`config.mk`:
```
export PLATFORM = sky130hd
export DESIGN_NAME = load_store_unit
export DESIGN_NICKNAME = d
export VERILOG_FILES = /design/src/rtl/load_store_unit.sv
export SDC_FILE = /design/constraint.sdc
export NUM_CORES = 1
export LEC_CHECK = 0
export ABC_AREA = 1
export BUFFER_PORTS_ARGS = -buffer_cell sky130_fd_sc_hd__buf_2
export CAP_MARGIN = 20
export CORE_UTILIZATION = 49
export CTS_BUF_LIST = sky130_fd_sc_hd__clkbuf_8
export DETAILED_ROUTE_END_ITERATION = 8
export GPL_ROUTABILITY_DRIVEN = 0
export GPL_TIMING_DRIVEN = 0
export PLACE_DENSITY = 0.87
export SETUP_SLACK_MARGIN = 0.1
export SYNTH_ARGS = -nofsm -noshare
export SYNTH_HDL_FRONTEND = slang
export SYNTH_SLANG_ARGS = --single-unit
```
`constraint.sdc`:
```
create_clock -name clk -period 3.96 [get_ports clk]
set_input_delay 0.198 -clock clk [delete_from_list [all_inputs] [get_ports clk]]
set_output_delay 0.198 -clock clk [all_outputs]
set_load 0.005 [all_outputs]
```
`src/rtl/load_store_unit.sv`:
```
// RV32I load/store sequencer between a core request/response port and a word RAM (1 read, 1 byte-strobed write).
// Optional macro LSU_MISALIGN_CHECK_EN: when defined, misaligned accesses fault; otherwise they are force-aligned.
module load_store_unit (
  input  logic        clk,
  input  logic        rst,
  input  logic        req_valid,
  output logic        req_ready,
  input  logic        req_we,
  input  logic [2:0]  req_funct3,
  input  logic [31:0] req_addr,
  input  logic [31:0] req_wdata,
  output logic        resp_valid,
  input  logic        resp_ready,
  output logic [31:0] resp_rdata,
  output logic        resp_misaligned,
  output logic        resp_illegal,
  output logic [29:0] ram_r_addr,
  input  logic [31:0] ram_r_val,
  output logic        ram_w_enable,
  output logic [29:0] ram_w_addr,
  output logic [31:0] ram_w_val,
  output logic [3:0]  ram_byte_en
);

  localparam int unsigned DW  = 32;
  localparam int unsigned WAW = 30;
  localparam int unsigned BEW = 4;

  typedef enum logic [2:0] {IDLE, STORE, LD_ADDR, LD_DATA, RESP} state_e;

  state_e           state_q, state_d;
  logic             req_ready_q, req_ready_d;
  logic             resp_valid_q, resp_valid_d;
  logic [DW-1:0]    resp_rdata_q, resp_rdata_d;
  logic             mis_q, mis_d;
  logic             ill_q, ill_d;
  logic [WAW-1:0]   word_q, word_d;
  logic [DW-1:0]    wval_q, wval_d;
  logic             w_en_q, w_en_d;
  logic [BEW-1:0]   be_q, be_d;
  logic [1:0]       off_q, off_d;
  logic [2:0]       f3_q, f3_d;

  logic             accept_c, ill_c, mis_c, fault_c;
  logic [1:0]       off_c;
  logic [BEW-1:0]   be_c;
  logic [DW-1:0]    wval_c, lane_c, ld_c;

  // Request decode: legality, alignment, effective lane offset, store lanes
  always_comb begin
    accept_c = req_valid && (state_q == IDLE);
    if (req_we) ill_c = req_funct3[2] || (req_funct3[1:0] == 2'b11);
    else        ill_c = (req_funct3[1:0] == 2'b11) || (req_funct3 == 3'b110);
`ifdef LSU_MISALIGN_CHECK_EN
    mis_c = !ill_c && (((req_funct3[1:0] == 2'b01) && req_addr[0]) ||
                       ((req_funct3[1:0] == 2'b10) && (req_addr[1:0] != 2'b00)));
`else
    mis_c = 1'b0;
`endif
    fault_c = ill_c || mis_c;
    case (req_funct3[1:0])
      2'b00: begin
        off_c  = req_addr[1:0];
        be_c   = 4'b0001 << off_c;
        wval_c = {4{req_wdata[7:0]}};
      end
      2'b01: begin
        off_c  = {req_addr[1], 1'b0};
        be_c   = 4'b0011 << off_c;
        wval_c = {2{req_wdata[15:0]}};
      end
      default: begin
        off_c  = 2'b00;
        be_c   = 4'b1111;
        wval_c = req_wdata;
      end
    endcase
  end

  // Load lane select and extension
  always_comb begin
    lane_c = ram_r_val >> {off_q, 3'b000};
    case (f3_q[1:0])
      2'b00:   ld_c = f3_q[2] ? {24'b0, lane_c[7:0]}  : {{24{lane_c[7]}}, lane_c[7:0]};
      2'b01:   ld_c = f3_q[2] ? {16'b0, lane_c[15:0]} : {{16{lane_c[15]}}, lane_c[15:0]};
      default: ld_c = lane_c;
    endcase
  end

  // State register
  always_ff @(posedge clk or posedge rst) begin
    if (rst) state_q <= IDLE;
    else     state_q <= state_d;
  end

  // Next-state logic
  always_comb begin
    state_d = state_q;
    case (state_q)
      IDLE:    if (req_valid) state_d = fault_c ? RESP : (req_we ? STORE : LD_ADDR);
      STORE:   state_d = RESP;
      LD_ADDR: state_d = LD_DATA;
      LD_DATA: state_d = RESP;
      RESP:    if (resp_ready) state_d = IDLE;
      default: state_d = IDLE;
    endcase
  end

  // Output/next-register logic; outputs are registered against the upcoming state
  always_comb begin
    req_ready_d  = (state_d == IDLE);
    resp_valid_d = (state_d == RESP);
    w_en_d       = (state_d == STORE);
    be_d         = (state_d == STORE) ? be_c : '0;
    resp_rdata_d = resp_rdata_q;
    mis_d        = mis_q;
    ill_d        = ill_q;
    word_d       = word_q;
    wval_d       = wval_q;
    off_d        = off_q;
    f3_d         = f3_q;
    if (accept_c) begin
      resp_rdata_d = '0;
      mis_d        = mis_c;
      ill_d        = ill_c;
      word_d       = req_addr[31:2];
      wval_d       = wval_c;
      off_d        = off_c;
      f3_d         = req_funct3;
    end
    if (state_q == LD_DATA) resp_rdata_d = ld_c;
  end

  always_ff @(posedge clk or posedge rst) begin
    if (rst) begin
      req_ready_q  <= 1'b1;
      resp_valid_q <= 1'b0;
      resp_rdata_q <= '0;
      mis_q        <= 1'b0;
      ill_q        <= 1'b0;
      word_q       <= '0;
      wval_q       <= '0;
      w_en_q       <= 1'b0;
      be_q         <= '0;
      off_q        <= '0;
      f3_q         <= '0;
    end else begin
      req_ready_q  <= req_ready_d;
      resp_valid_q <= resp_valid_d;
      resp_rdata_q <= resp_rdata_d;
      mis_q        <= mis_d;
      ill_q        <= ill_d;
      word_q       <= word_d;
      wval_q       <= wval_d;
      w_en_q       <= w_en_d;
      be_q         <= be_d;
      off_q        <= off_d;
      f3_q         <= f3_d;
    end
  end

  assign req_ready       = req_ready_q;
  assign resp_valid      = resp_valid_q;
  assign resp_rdata      = resp_rdata_q;
  assign resp_misaligned = mis_q;
  assign resp_illegal    = ill_q;
  assign ram_r_addr      = word_q;
  assign ram_w_addr      = word_q;
  assign ram_w_val       = wval_q;
  assign ram_w_enable    = w_en_q;
  assign ram_byte_en     = be_q;

endmodule

```
# Yosys cells after proc, flatten, opt, wreduce, memory -nomap -nowiden
# Cells that the tools add are included.
word_totals:
  regBits: 110
  input_bits: 104
  out_inout_bits: 133
  elab_cells: 48
classes:
  n_eq_ne: 10
  n_shift: 3
  mux: 15
  n_reduce_logical: 9
ops:
  columns: ["op", "n"]
  rows:
  - ["$mux 32", 4]
  - ["$pmux 32 s2", 2]
  - ["$shr 32x5->32", 1]
  - ["$pmux 3 s4", 1]
  - ["$eq 3x3->1 const B", 3]
  - ["$mux 3", 3]
  - ["$pmux 4 s2", 1]
  - ["$eq 3x1->1 const B", 2]
  - ["$eq 3x2->1 const B", 2]
  - ["$logic_not 3->1", 2]
  - ["$eq 2x1->1 const B", 2]
  - ["$logic_not 2->1", 2]
  - ["$mux 4", 1]
  - ["$pmux 2 s2", 1]
  - ["$shl 1x2->4 const A", 1]
  - ["$shl 2x2->4 const A", 1]
  - ["$eq 2x2->1 const B", 1]
  - ["$logic_or 1x1->1", 2]
  - ["$mux 2", 1]
  - ["$reduce_bool 2->1", 1]
  - ["$reduce_or 2->1", 1]
  - ["$logic_and 1x1->1", 1]
  - ["$mux 1", 1]

# Longest topological paths before layout
# Gate-level depths: netlist of run 1.
logic_depth:
  ltp_word: 8
  mapped_depth: 10
  ltp_nobuf: 8

# Worst setup path before layout of run 1
# Ideal clock, no wire load.
synth_timing:
  path_kind: "register -> register"
  startpoint: "reg state_q[2]"
  endpoint: "reg resp_rdata_q[0], in the netlist resp_rdata[0]"
  setup_ns: 0.121
  t_arrival_ns: 1.122
  required_time_ns: 3.839
  setup_slack_ns: 2.717
  path_stages_with_launch: 10
  n_path_buf: 1
  period_less_slack_ns: 1.243
  path_cell_list: "dfrtp_1 inv_1 nand2_1 nor2_4 inv_2 nand2_1 inv_2 buf_2 nand2_1 o21ai_1"
synth_between:
  elab_chain_cells: 3
  elab_cells_between_ends: 5
  classes_between: "eq/ne: 1; mux: 1; reduce/logical: 3"
synth_lines:
  columns: ["item", "line", "text"]
  rows:
  - ["start: declaration", "31", "state_e state_q, state_d;"]
  - ["start signal: assignment", "93", "else state_q <= state_d;"]
  - ["$logic_not 3->1", "51", "accept_c = req_valid && (state_q == IDLE);"]
  - ["$logic_and 1x1->1", "51", null]
  - ["$reduce_bool 2->1 (no source line)", null, null]
  - ["end signal: assignment", "150", "resp_rdata_q <= resp_rdata_d;"]
  - ["end: declaration", "34", "logic [DW-1:0] resp_rdata_q, resp_rdata_d;"]
# Parallel ways exist; a longest one is shown, timed or not.
# A chain may end at the register's enable or synchronous reset.

# Worst setup path in the final report of run 1
layout_timing:
  startpoint: "reg off_q[1]"
  endpoint: "reg resp_rdata_q[17], in the netlist resp_rdata[17]"
layout_between:
  elab_chain_cells: 4
  elab_cells_between_ends: 5
  classes_between: "shift: 1; mux: 4"
layout_lines:
  columns: ["item", "line", "text"]
  rows:
  - ["start: declaration", "41", "logic [1:0] off_q, off_d;"]
  - ["start signal: assignment", "145", "off_q <= '0;"]
  - ["start signal: assignment", "157", "off_q <= off_d;"]
  - ["$shr 32x5->32 *", "82", "lane_c = ram_r_val >> {off_q, 3'b000};"]
  - ["$mux 32 (on tied branches)", "85, 84", null]
  - ["$pmux 32 s2 *", "83", "case (f3_q[1:0])"]
  - ["$mux 32 *", "131", "if (state_q == LD_DATA) resp_rdata_d = ld_c;"]
# Every way passes the cells marked *; elsewhere a longest branch is shown, timed or not.

==> results.json, run 1 <==
{
  "wl_per_cell_um": 14.43,
  "track_usage": 0.2906,
  "syn_nets": 808,
  "routed_wirelength_mm": 16.02,
  "finalPower_mw": 5.107,
  "synth_top_family_by_area": "simple AND/OR/NAND/NOR gates",
  "clk_pin_slew_ns": 0.11,
  "htreeDepth": 3,
  "grt_max_degree": 73,
  "cts_buffer_depth": 2,
  "synth.cell_area_um2": 5456,
  "ant_nets": 0,
  "num_vias": 5667,
  "die_area_um2": 11560,
  "leakagePower_nw": 4.231,
  "drc_errors": 0,
  "crit_start": "off_q[1]$_DFFE_PP0P_",
  "cts.sinks": 110,
  "ir_worst_vdd_mv": 0.4074,
  "netlist_top_cells_count": "nand2_1 (306), dfrtp_1 (109), o21ai_0 (50)",
  "p_clk_frac": 0.141,
  "cts_tree": "yes",
  "avgSynthCellArea_um2": 7.751,
  "internal_power_mw": 3.009,
  "status": "complete, no violations",
  "maxSlewHeadroom": 0.6288,
  "power_switching_mw": 2.098,
  "overflow": 0,
  "synth_top_flop_cell": "dfrtp_1",
  "worst_clock_skew_ns": 0.01474,
  "vias_per_cell": 5.105,
  "portBuffers": 235,
  "cp_top_family": "buffers and inverters",
  "cpMostUsedCell": "nand2_1",
  "powerDensity_nw_per_um2": 710.7,
  "yosysTopAreaCellShare": 0.4999,
  "synth-seq-cells": 110,
  "crit_path_max_incr_delay_ns": 0.48,
  "yosysSeqAreaShare": 0.5047,
  "hold_depth": 3,
  "die_y_um": 107.5,
  "syn_to_final_growth_pct": 31.71,
  "ioPinCount": 237,
  "drv_cap": 0,
  "startpoint_type": "flip-flop",
  "synthMuxAreaShare": 0,
  "rr_endpoint": "resp_rdata[17]$_DFFE_PP0P_",
  "final-setup-viol-count": 0,
  "die_w_um": 107.5,
  "stdcell_count": 1110,
  "worstSkewPairLatency_ns": 0.38,
  "synth_top_area_cell": "dfrtp_1",
  "yosys_warnings": 0,
  "drv_slew": 0,
  "hold_class": "input pin to flip-flop",
  "synth_edf_count": 0,
  "ys_types": 28,
  "cp_data_arrival_time_ns": 1.88,
  "rows": 38,
  "antenna_cells": 0,
  "crit_type": "flip-flop to flip-flop",
  "endpoint_kind": "flip-flop",
  "cp_cell_sequence": "inv_2, clkbuf_1, nand2_1, a21oi_1, nand2_1, nand2_1",
  "dp_hpwl_mm": 11.96,
  "fmax_mhz": 640.9,
  "grt_pass1_wl_mm": 25.94,
  "antenna_found_initial": 1,
  "synth_compound_area_frac": 0.1073,
  "pwr-share-seq": 0.372,
  "grt_pass1_vias": 5457,
  "finalHoldViolCount": 0,
  "tightest_slew_ns": 0.5568,
  "finalCritPeriodShare": 0.3940,
  "path_depth": 6,
  "drtIter0Drc": 409,
  "dp.cells": 1080,
  "core_um2": 10840,
  "nets": 1069,
  "synthXorXnorAreaFrac": 0,
  "synthTopCellsByArea": "dfrtp_1 (50%), nand2_1 (21%), buf_4 (5.2%)",
  "p_comb_frac": 0.487,
  "cp.required_ns": 4.28,
  "post-synth-top-count-cell": "nand2_1",
  "synth_adder_area_share": 0,
  "path_max_fanout": 10,
  "min_period_ns": 1.560,
  "numCtsBuffers": 9,
  "synth-simple-area-share": 0.2802,
  "dr.pass1.iters": 5,
  "async_flop_share": 1.000,
  "crit_buf_inv": 2,
  "switching_share": 0.4108,
  "r2r_start": "off_q[1]$_DFFE_PP0P_",
  "r2r_slack_ns": 2.40,
  "rsz0062_at_grt": "no",
  "cp-endpoint": "resp_rdata[17]$_DFFE_PP0P_",
  "floorplan.initialDensity": 0.5033,
  "postSynthCellCount": 704,
  "slowest_stage": "dfrtp_1",
  "reg2reg_depth": 6,
  "cts_root_buffer": "clkbuf_8",
  "drive_gt1_frac": 0.3361
}
[how the worst min path moves through the flow]
stage / start / to / slack, ns
after floorplan: req_addr[2] / ram_r_addr[0]$_DFFE_PP0P_ / 0.31
after global placement: req_addr[17] / ram_r_addr[15]$_DFFE_PP0P_ / 0.39
after detailed placement: rst / ram_r_addr[3]$_DFFE_PP0P_ / 0.27
after CTS: req_addr[19] / ram_r_addr[17]$_DFFE_PP0P_ / 0.0007
after global routing: req_addr[8] / ram_r_addr[6]$_DFFE_PP0P_ / 0.004
final: req_addr[26] / ram_r_addr[24]$_DFFE_PP0P_ / 0.02
[cell usage in the layout (no fill, tap or decap)]
master and count:
nand2_1 306, buf_2 250, dfrtp_1 109, o21ai_0 50
a21oi_1 41, buf_4 38, inv_1 26, nor2_1 26
nand3_1 24, o21ai_1 17, dlygate4sd3_1 14, clkbuf_8 10
clkbuf_1 9, nand4_1 7, o21a_1 6, inv_2 5
buf_6 5, nor3_1 4, clkinv_4 3, buf_1 2
nor2_2 2, inv_4 2, nand3_2 2, nand3_4 2
nand2_2 1, clkinv_1 1, nor2_4 1, or2_2 1
nand3b_1 1, conb_1 1, inv_8 1, bufinv_16 1
buf_16 1, dfstp_2 1
[worst min-delay path, stage by stage]
cell and delay [ns]:
buf_2 0.08, nand2_1 0.04, nand2_1 0.05
[logic make-up (layout without fill, tap and decap cells)]
kind of cell,count (synthesis),after routing
flip-flops,110,110
AO/OA/AOI/OAI,114,114
buffers and inverters,102,368
other,1,1
AND/OR/NAND/NOR,377,377
[sequential cells by signal (all words and copies together), names as in the netlist, 2 cells and up]
name and flops:
f3_q 3, off_q 2, ram_byte_en 4, ram_r_addr 30, ram_w_val 32, resp_rdata 32
state_q 3
[power groups by stage]
| stage | Clock (mW) | Sequential (mW) | Combinational, mW |
|---|---|---|---|
| 2_1_floorplan | 0 | 1.90 | 1.45 |
| 3_3_place_gp | 0 | 1.90 | 2.39 |
| 3_5_place_dp | 0 | 1.91 | 2.47 |
| 4_1_cts | 0.731 | 1.90 | 2.48 |
| 5_1_grt | 0.768 | 1.96 | 2.81 |
| 6_report | 0.721 | 1.90 | 2.49 |
[routing by layer]
| layer | share of wire | routed length, um | track usage |
|---|---|---|---|
| met1 | 0.40 | 6457 | 0.3568 |
| met2 | 0.50 | 8002 | 0.4940 |
| met3 | 0.073 | 1162 | 0.07264 |
| met4 | 0.024 | 382 | 0.1057 |
| met5 | 0.00094 | 15 | 0 |
[final cells by class]
cell class	count	area, um^2
clock buffers	10	137.6
plain buffers	69	457.9
well taps	140	175.2
fillers	977	3654
flip-flops and latches	110	2754
inverters	33	128.9
clock inverters	6	71.32
multi-input cells	492	2118
repair buffers	250	1344
[per-stage QoR]
stage            util  cell area, um^2  TNS, ns  worst slack [ns]  hold slack (ns)
2_1_floorplan       -             5456        0            0.8614           0.3076
3_3_place_gp   0.6280             6808   -38.04           -0.3550           0.3907
3_5_place_dp   0.6308             6838        0             2.454           0.2672
4_1_cts        0.6630             7187        0             2.435        0.0006734
5_1_grt        0.6630             7187        0             2.239         0.004028
6_report       0.6630             7187        0             2.400          0.01633
[repair_timing]
item | in CTS | in global routing
endpoints found under the hold margin | 51 | 0
setup buffers | 0 | 0
gates resized for setup | 0 | 0
hold buffers | 14 | 0
endpoints found under the setup margin | 0 | 0
Power figures use the tool's default switching activity.
==> run 2, diff against run 1 <==
clock period = 1.55 ns   (was 3.96 ns; I/O delays follow)
==> run 2 against run 1 <==
  * Clock-buffer cell count decreased by 1
  * Design area is 8.0% higher
  * Critical path depth is 2 higher
  * Combinational power rose to 2.8 times the previous value
  * Via count grew 8.9%
==> results.json, run 2 (synthesized netlist as in run 1, its figures left out) <==
{
  "status": "complete, no violations",
  "drv_cap": 0,
  "drc_errors": 0,
  "finalCritPeriodShare": 0.9226,
  "hold_class": "input pin to flip-flop",
  "worst_clock_skew_ns": 0.01474,
  "cts_root_buffer": "clkbuf_8",
  "ant_nets": 0,
  "syn_to_final_growth_pct": 42.31,
  "finalHoldViolCount": 0,
  "grt_max_degree": 42,
  "rows": 38,
  "dp_hpwl_mm": 11.89,
  "r2r_start": "off_q[0]$_DFFE_PP0P_",
  "num_vias": 6172,
  "rsz0062_at_grt": "yes",
  "grt_pass1_vias": 6006,
  "overflow": 0,
  "grt_pass1_wl_mm": 28.48,
  "worstSkewPairLatency_ns": 0.39,
  "antenna_cells": 0,
  "cp_data_arrival_time_ns": 1.71,
  "drv_slew": 0,
  "numCtsBuffers": 9,
  "ir_worst_vdd_mv": 1.090,
  "leakagePower_nw": 4.462,
  "final-setup-viol-count": 0,
  "die_area_um2": 11560,
  "track_usage": 0.3198,
  "die_w_um": 107.5,
  "pre_cts_slack_ns": 0.05417,
  "final_common_cell": "nand2_1",
  "die_y_um": 107.5,
  "final_util": 0.7163,
  "rr_endpoint": "resp_rdata[8]$_DFFE_PP0P_",
  "ioPinCount": 237,
  "routed_wirelength_mm": 18.58,
  "reg2reg_depth": 8,
  "tightest_slew_ns": 0.8294,
  "final.setup.worst_slack_ns": 0.1200,
  "startpoint_type": "flip-flop",
  "hold_depth": 3,
  "hold_start": "req_wdata[13]",
  "dr.pass1.iters": 6,
  "cts_tree": "yes",
  "maxSlewHeadroom": 0.4459,
  "whs_endpoint": "ram_w_val[13]$_DFFE_PP0P_",
  "drive_gt1_frac": 0.3412,
  "cts.sinks": 110,
  "layout_common_cells": "nand2_1 (304), buf_2 (247), dfrtp_1 (108)",
  "portBuffers": 235,
  "wl_per_cell_um": 16.01,
  "cp.required_ns": 1.83,
  "fmax_mhz": 699.3,
  "clk_pin_slew_ns": 0.11,
  "htreeDepth": 3,
  "drtIter0Drc": 424,
  "nets": 1120,
  "cts_buffer_depth": 2,
  "finalPower_mw": 13.60,
  "crit_type": "flip-flop to flip-flop",
  "min_period_ns": 1.430,
  "antenna_found_initial": 0,
  "vias_per_cell": 5.321,
  "r2r_slack_ns": 0.12,
  "floorplan.initialDensity": 0.5033,
  "powerDensity_nw_per_um2": 1751,
  "path_max_fanout": 10,
  "endpoint_kind": "flip-flop",
  "core_um2": 10840
}
-- run 2: changes by cell type in the layout (fill, tap and decap cells not counted), moves of 3 or more --
| cell | change |
|---|---|
| nor2_1 | -3 |
| clkbuf_1 | -3 |
| buf_6 | +6 |
| dlygate4sd3_1 | +43 |
| clkbuf_2 | +3 |
| buf_2 | -3 |
| a21oi_2 | +4 |
| o21ai_0 | -4 |
| inv_6 | +3 |
| o21ai_1 | +4 |
| a21oi_1 | -4 |
| buf_12 | +3 |
-- run 2: per-layer routing --
| layer | wire (um) | track usage | share of wire | up-vias |
|---|---|---|---|---|
| li1 | - | - | - | 2823 |
| met2 | 9404 | 0.5426 | 0.51 | 378 |
| met3 | 1481 | 0.06356 | 0.080 | 82 |
| met4 | 764 | 0.1624 | 0.041 | 0 |
| met5 | 0 | 0 | 0 | - |
| met1 | 6925 | 0.3848 | 0.37 | 2889 |
-- run 2: final cells by class --
class,count,area (um^2)
fillers,812,3075
flip-flops and latches,110,2755
multi-input cells,492,2161
repair buffers,301,1852
plain buffers,69,499.2
well taps,140,175.2
inverters,33,140.1
clock buffers,9,123.9
clock inverters,6,58.81
-- run 2: where the power goes --
group          internal (mW)  switching (mW)
logic                   3.16            3.84
clock network          0.608            1.04
registers               4.05           0.901
total                   7.81            5.79
-- run 2: worst max path at each step --
stage,to,start
CTS,resp_rdata[2]$_DFFE_PP0P_,state_q[2]$_DFF_PP0_
detailed placement,ram_r_addr[17]$_DFFE_PP0P_,state_q[0]$_DFF_PP0_
floorplan,f3_q[0]$_DFFE_PP0P_,rst
finish,resp_rdata[8]$_DFFE_PP0P_,off_q[0]$_DFFE_PP0P_
global placement,resp_rdata[5]$_DFFE_PP0P_,rst
global route,resp_rdata[21]$_DFFE_PP0P_,off_q[0]$_DFFE_PP0P_
-- run 2: worst max-delay path, cell delays in order (launching register included) --
cell and delay (ns):
dfrtp_1 0.39, buf_6 0.14, buf_2 0.18, nand2_1 0.09
o21ai_0 0.10, o21ai_0 0.24, nand2_1 0.08, nand2_1 0.07
nand2_1 0.05
-- run 2: timing repair --
item	in CTS	in global routing
setup buffers	1	6
gates cloned	0	0
endpoints found under the setup margin	50	77
resized for setup	4	36
pin swaps	1	8
hold endpoints to repair	89	0
hold buffers	57	0
-- run 2: per-stage QoR --
step	cells	area, um^2	hold slack, ns	setup TNS (ns)
after global placement	1079	6812	0.2698	-61.06
after detailed placement	1081	6852	0.2547	0
after global routing	1160	7765	0.02625	0
after floorplan	704	5460	0.1871	0
after CTS	1154	7624	0.01552	0
final	1160	7765	0.03304	0
